===== src/rtl/ir_pwm_seq.sv =====
// IR-LED burst/carrier sequencer: bias warm-up, carrier-modulated mark/space bursts with
// repeat, drain, and a max-on-time watchdog that trips a sticky fault.
module ir_pwm_seq #(
   parameter int WARMUP_CYC = 64,
   parameter int DRAIN_CYC  = 16,
   parameter int MAX_ON_CYC = 4096
) (
   input  logic       clk,
   input  logic       resetn,
   input  logic       cfg_we,
   input  logic [2:0] cfg_addr,
   input  logic [7:0] cfg_wdata,
   input  logic       start,
   input  logic       stop,
   input  logic       fault_clr,
   output logic       busy,
   output logic       done,
   output logic       fault,
   output logic       irled_en,
   output logic       ir_pwm,
   output logic [7:0] cbit_ir,
   output logic       cbit_ir_half_cur
);

   // Control handshake: cfg_we, start, stop and fault_clr are single-cycle strobes sampled on
   // every rising edge; there is no ready. busy=0 (and fault=0) means the next start is accepted.

   localparam int SEQ_MAX = (WARMUP_CYC > DRAIN_CYC) ? WARMUP_CYC : DRAIN_CYC;
   localparam int SW      = $clog2(SEQ_MAX + 1);
   localparam int WW      = $clog2(MAX_ON_CYC + 1);

   localparam logic [SW-1:0] WARMUP_LAST = SW'(WARMUP_CYC - 1);
   localparam logic [SW-1:0] DRAIN_LAST  = SW'(DRAIN_CYC - 1);
   localparam logic [SW-1:0] SEQ_ONE     = SW'(1);
   localparam logic [WW-1:0] WD_LAST     = WW'(MAX_ON_CYC - 1);
   localparam logic [WW-1:0] WD_ONE      = WW'(1);

   typedef enum logic [2:0] {
      S_IDLE   = 3'd0,
      S_WARMUP = 3'd1,
      S_MARK   = 3'd2,
      S_SPACE  = 3'd3,
      S_DRAIN  = 3'd4,
      S_FAULT  = 3'd5
   } state_t;

   state_t state;

   logic [7:0] cfg_period;
   logic [7:0] cfg_duty;
   logic [7:0] cfg_mark;
   logic [7:0] cfg_space;
   logic [7:0] cfg_repeat;
   logic [7:0] cfg_current;
   logic       cfg_half;

   logic [7:0] sh_period;
   logic [7:0] sh_duty;
   logic [7:0] sh_mark;
   logic [7:0] sh_space;
   logic [7:0] sh_repeat;

   logic [SW-1:0] seq_cnt;
   logic [7:0]    ph;
   logic [7:0]    per;
   logic [7:0]    rep;
   logic [WW-1:0] wd;

   logic [7:0] p_eff;
   logic [7:0] p_last;
   logic [7:0] d_eff;
   logic [7:0] mark_last;
   logic [7:0] space_last;
   logic       period_end;
   logic       last_rep;
   logic       next_high;
   logic       first_high;
   logic       wd_trip;

   always_ff @(posedge clk or negedge resetn) begin
      if (!resetn) begin
         cfg_period  <= 8'd0;
         cfg_duty    <= 8'd0;
         cfg_mark    <= 8'd0;
         cfg_space   <= 8'd0;
         cfg_repeat  <= 8'd0;
         cfg_current <= 8'd0;
         cfg_half    <= 1'b0;
      end else if (cfg_we) begin
         case (cfg_addr)
            3'd0:    cfg_period  <= cfg_wdata;
            3'd1:    cfg_duty    <= cfg_wdata;
            3'd2:    cfg_mark    <= cfg_wdata;
            3'd3:    cfg_space   <= cfg_wdata;
            3'd4:    cfg_repeat  <= cfg_wdata;
            3'd5:    cfg_current <= cfg_wdata;
            3'd6:    cfg_half    <= cfg_wdata[0];
            default: ;
         endcase
      end
   end

   // Carrier period is at least 2 so a full-duty carrier still has a defined period boundary.
   assign p_eff      = (sh_period < 8'd2) ? 8'd2 : sh_period;
   assign p_last     = p_eff - 8'd1;
   assign d_eff      = (sh_duty > p_eff) ? p_eff : sh_duty;
   assign mark_last  = (sh_mark == 8'd0) ? 8'd0 : (sh_mark - 8'd1);
   assign space_last = sh_space - 8'd1;
   assign period_end = (ph == p_last);
   assign last_rep   = (sh_repeat != 8'd0) && (rep == (sh_repeat - 8'd1));
   assign next_high  = (({1'b0, ph} + 9'd1) < {1'b0, d_eff});
   assign first_high = (d_eff != 8'd0);
   assign wd_trip    = ir_pwm && (wd == WD_LAST);

   always_ff @(posedge clk or negedge resetn) begin
      if (!resetn) begin
         state            <= S_IDLE;
         busy             <= 1'b0;
         done             <= 1'b0;
         fault            <= 1'b0;
         irled_en         <= 1'b0;
         ir_pwm           <= 1'b0;
         cbit_ir          <= 8'd0;
         cbit_ir_half_cur <= 1'b0;
         sh_period        <= 8'd0;
         sh_duty          <= 8'd0;
         sh_mark          <= 8'd0;
         sh_space         <= 8'd0;
         sh_repeat        <= 8'd0;
         seq_cnt          <= '0;
         ph               <= 8'd0;
         per              <= 8'd0;
         rep              <= 8'd0;
         wd               <= '0;
      end else begin
         done <= 1'b0;
         // wd counts the high cycles already seen; the trip stops it before it can wrap
         wd   <= ir_pwm ? (wd + WD_ONE) : '0;

         if (wd_trip) begin
            state    <= S_FAULT;
            busy     <= 1'b0;
            fault    <= 1'b1;
            irled_en <= 1'b0;
            ir_pwm   <= 1'b0;
         end else begin
            case (state)
               S_IDLE: begin
                  if (start && !stop) begin
                     state            <= S_WARMUP;
                     busy             <= 1'b1;
                     irled_en         <= 1'b1;
                     ir_pwm           <= 1'b0;
                     sh_period        <= cfg_period;
                     sh_duty          <= cfg_duty;
                     sh_mark          <= cfg_mark;
                     sh_space         <= cfg_space;
                     sh_repeat        <= cfg_repeat;
                     cbit_ir          <= cfg_current;
                     cbit_ir_half_cur <= cfg_half;
                     seq_cnt          <= '0;
                     rep              <= 8'd0;
                  end
               end

               S_WARMUP: begin
                  if (stop) begin
                     state   <= S_DRAIN;
                     ir_pwm  <= 1'b0;
                     seq_cnt <= '0;
                  end else if (seq_cnt == WARMUP_LAST) begin
                     state  <= S_MARK;
                     ph     <= 8'd0;
                     per    <= 8'd0;
                     ir_pwm <= first_high;
                  end else begin
                     seq_cnt <= seq_cnt + SEQ_ONE;
                  end
               end

               S_MARK: begin
                  if (stop) begin
                     state   <= S_DRAIN;
                     ir_pwm  <= 1'b0;
                     seq_cnt <= '0;
                  end else if (!period_end) begin
                     ph     <= ph + 8'd1;
                     ir_pwm <= next_high;
                  end else if (per != mark_last) begin
                     per    <= per + 8'd1;
                     ph     <= 8'd0;
                     ir_pwm <= first_high;
                  end else if (sh_space != 8'd0) begin
                     state  <= S_SPACE;
                     ph     <= 8'd0;
                     per    <= 8'd0;
                     ir_pwm <= 1'b0;
                  end else if (last_rep) begin
                     state   <= S_DRAIN;
                     ir_pwm  <= 1'b0;
                     seq_cnt <= '0;
                  end else begin
                     // back-to-back marks: a full-duty carrier stays high across the boundary
                     if (sh_repeat != 8'd0) rep <= rep + 8'd1;
                     ph     <= 8'd0;
                     per    <= 8'd0;
                     ir_pwm <= first_high;
                  end
               end

               S_SPACE: begin
                  if (stop) begin
                     state   <= S_DRAIN;
                     ir_pwm  <= 1'b0;
                     seq_cnt <= '0;
                  end else if (!period_end) begin
                     ph <= ph + 8'd1;
                  end else if (per != space_last) begin
                     per <= per + 8'd1;
                     ph  <= 8'd0;
                  end else if (last_rep) begin
                     state   <= S_DRAIN;
                     seq_cnt <= '0;
                  end else begin
                     if (sh_repeat != 8'd0) rep <= rep + 8'd1;
                     state  <= S_MARK;
                     ph     <= 8'd0;
                     per    <= 8'd0;
                     ir_pwm <= first_high;
                  end
               end

               S_DRAIN: begin
                  if (seq_cnt == DRAIN_LAST) begin
                     state    <= S_IDLE;
                     busy     <= 1'b0;
                     irled_en <= 1'b0;
                     done     <= 1'b1;
                  end else begin
                     seq_cnt <= seq_cnt + SEQ_ONE;
                  end
               end

               S_FAULT: begin
                  if (fault_clr) begin
                     state <= S_IDLE;
                     fault <= 1'b0;
                  end
               end

               default: begin
                  state    <= S_IDLE;
                  busy     <= 1'b0;
                  irled_en <= 1'b0;
                  ir_pwm   <= 1'b0;
               end
            endcase
         end
      end
   end

endmodule

===== config.mk =====
export PLATFORM = sky130hd
export DESIGN_NAME = ir_pwm_seq
export DESIGN_NICKNAME = d
export VERILOG_FILES = /design/src/rtl/ir_pwm_seq.sv
export SDC_FILE = /design/constraint.sdc
export NUM_CORES = 1
export LEC_CHECK = 0
export CORE_ASPECT_RATIO = 1.1
export CORE_UTILIZATION = 60
export CTS_BUF_LIST = sky130_fd_sc_hd__clkbuf_16
export DETAILED_ROUTE_END_ITERATION = 12
export DONT_BUFFER_PORTS = 1
export PLACE_DENSITY = 0.76
export REMOVE_ABC_BUFFERS = 1
export SLEW_MARGIN = 0
export SYNTH_ARGS = -nofsm -noshare
export SYNTH_HDL_FRONTEND = slang
export SYNTH_SLANG_ARGS = --single-unit
export TNS_END_PERCENT = 30

===== constraint.sdc =====
create_clock -name clk -period 9.64 [get_ports clk]
set_input_delay 2.41 -clock clk [delete_from_list [all_inputs] [get_ports clk]]
set_output_delay 2.41 -clock clk [all_outputs]
set_load 0.02 [all_outputs]

==> out/qor.txt <==
routability cong. - 0.864
max-capacitance violation count - 0
Root Buffer - clkbuf_16
FF+latch count, synth - 149
Post-CTS Setup Repair Bufs - 0
CP Data Required Time - 10000 ps
Ys Warns - 0
final wirelength - 17900 um
synth unique cells - 66
vias in the first global route - 6120
Die W - 114 um
top cell type's share of synthesized area - 44.7%
Die Height - 126 um
pwr/cell area - 308 nW/um^2
Final Hold Viols - 0
period utilisation layout - 51.5%
largest net degree at the start of global routing - 150
Critical Path Start Type - register
core area - 13400 um^2
area post-placement - 8430 um^2
clk sinks - 149
Max FO, Critical Path - 11
vias - 6087
# rows - 44
post-CTS resize count - 0
initial antenna violation count - 0
ys async rst share - 100%
post-placement setup slack - 4750 ps
Port Buffers - 0
global-route wire length before repair - 30500 um
Synth Instances - 796
worst hold path class - register to register
DRC Markers - 0
largest cells by area after synthesis - dfrtp_1 45%, mux2_2 14%, ha_1 3.8%
Global Route Usage Sum - 27.2%
total grt overflow - 0
top_reg_cell synth - dfrtp_1
RSZ-0062 raised after global routing - no
Initial Util - 62.3%
Top-Level Pins - 31
syn avg cell area - 10.5 um^2
Pre-antenna DRT Iters - 8
number of antenna repair diodes - 0
final-report max-slew violation count - 0
H-tree levels - 4
Worst-path clk slew - 70 ps
clk_lat worst skew - 430 ps
area leader, netlist - dfrtp_1
routed len/inst - 18.4 um
CTS tree - yes
CTS buffer count - 17
Avg Vias per Cell - 6.24
sequential-to-total area share from yosys stat - 44.7%
Worst Path Arrival - 5320 ps
Setup Viol. Count Final - 0
minimum clock period - 4970 ps
Leak - 3.98 nW
Core Util, Final - 67.8%
DP Wirelength - 12300 um
Crit Path Category - register to register
area grow syn2layout - 8.75%
clock tree buffer depth - 2
hold_buf cts - 0
share of layout cells above drive strength 1 - 18.6%
drt initial violations - 511
outcome - finished, final reports clean
mapped cell area - 8340 um^2
final clock skew - 13.1 ps
Crit. End Element - register
Fin Setup TNS - 0 ps
final worst setup slack - 4670 ps
Relative slew margins - 13.1%
highest clock rate - 201 MHz
Detail Route Antenna Nets - 0
Worst-Margin Slew - 1300 ps
die area - 14400 um^2
design area - 9060 um^2
worst vdd ir - 0.000205 V
nets - 820
EDFF count, synth - 0
==> routing by layer <==
metal  GRT usage, %  share of wire, %
met1           36.5                45
met2           44.7                49
met3           5.39               4.2
met4           8.17               1.4
met5              0                 0
==> kinds of logic after synthesis <==
group	after synthesis	synth area share, %
flops	149	44.7
xor+xnor	53	5.57
buf+inv	61	2.82
mux	114	15.2
compound gates	127	10.6
simple gates	267	17.3
fa+ha+maj	25	3.75
==> cell usage after synthesis (15+ instances only) <==
| cell | n |
|---|---|
| nand2_1 | 53 |
| xnor2_1 | 29 |
| nor3_1 | 19 |
| nor2_1 | 44 |
| xor2_1 | 24 |
| and2_1 | 15 |
| mux2_2 | 100 |
| ha_1 | 25 |
| dfrtp_1 | 149 |
| clkbuf_1 | 36 |
| and3_1 | 16 |
| nand3_1 | 30 |
| inv_1 | 21 |
| o21ai_0 | 25 |
| a21oi_1 | 19 |
| nand2b_1 | 16 |
==> final timing paths <==
| path | startpoint | endpoint | slack (ps) | cells after the start |
|---|---|---|---|---|
| min | wd[0]$_DFF_PN0_ | wd[0]$_DFF_PN0_ | 460 | 1 |
| max in group asynchronous | resetn | sh_period[0]$_DFFE_PN0P_ | 7770 | 0 |
| max reg2reg | sh_period[4]$_DFFE_PN0P_ | ir_pwm$_DFFE_PN0P_ | 4670 | 20 |
| max | sh_period[4]$_DFFE_PN0P_ | ir_pwm$_DFFE_PN0P_ | 4670 | 20 |
| min in group asynchronous | resetn | wd[5]$_DFF_PN0_ | 1670 | 0 |
| min reg2reg | wd[0]$_DFF_PN0_ | wd[0]$_DFF_PN0_ | 460 | 1 |
==> flip-flops by register name, summed over array words and instances (netlist names), 8 cells and up <==
name and flops:
sh_mark 8, cbit_ir 8, per 8, cfg_space 8, rep 8, cfg_mark 8, sh_period 8, sh_space 8
cfg_duty 8, sh_repeat 8, cfg_repeat 8, wd 13, sh_duty 8, cfg_period 8, ph 8, cfg_current 8
==> worst max-delay path, stage by stage, from the launching register on <==
cell and delay, ps:
dfrtp_1 460, or4_4 580, or4_4 470, nand2_1 110, inv_1 70, ha_1 180, nor2b_1 120, o31ai_1 70
a21oi_1 180, o21a_1 510, mux2i_1 270, ha_1 280, a21o_1 170, a21oi_1 140, nor2_1 60, a2111oi_0 260
o21ai_0 150, or4bb_1 470, o311ai_0 100, mux2i_1 130, nor2_1 120
==> where the power goes <==
group	switching, W	internal [W]
sequential	0.000285	0.000803
clock	0.000299	0.000399
combinational	0.000506	0.000497
total	0.00109	0.00170
==> area by class of cell <==
class,instances,area [um^2]
fill,1032,4310
sequential,149,3730
clock buffer,17,425
clock inverter,15,208
tap,184,230
inverter,21,78.8
timing repair buffer,3,22.5
multi-input combinational,586,4370
==> per-stage QoR <==
stage               hold slack (ps)  power [W]  cells
floorplan                       432    0.00183    756
finish                          458    0.00279    975
global route                    506    0.00297    975
global placement                448    0.00202    943
detailed placement              453    0.00207    943
CTS                             462    0.00279    975
==> placed cells by master (no fill, tap or decap), types with 6 or more instances in the layout <==
master,Yosys,final
xnor2_1,29,29
nor3_1,19,19
nand2_1,53,53
inv_1,21,21
a21o_1,8,8
nor2_1,44,44
clkbuf_16,0,17
or3_1,6,6
nand2b_1,16,16
o31ai_1,12,12
nor3b_1,6,6
nand3_1,30,30
ha_1,25,25
nor4_1,11,11
mux2i_1,14,14
mux2_2,100,100
xor2_1,24,24
a21oi_1,19,19
nand4_1,11,11
and3_1,16,16
nand4b_1,6,6
o211ai_1,10,10
nand3b_1,6,6
o21ai_0,25,25
nor2b_1,8,8
dfrtp_1,149,149
and2_1,15,15
Power figures use the tool's default switching activity.
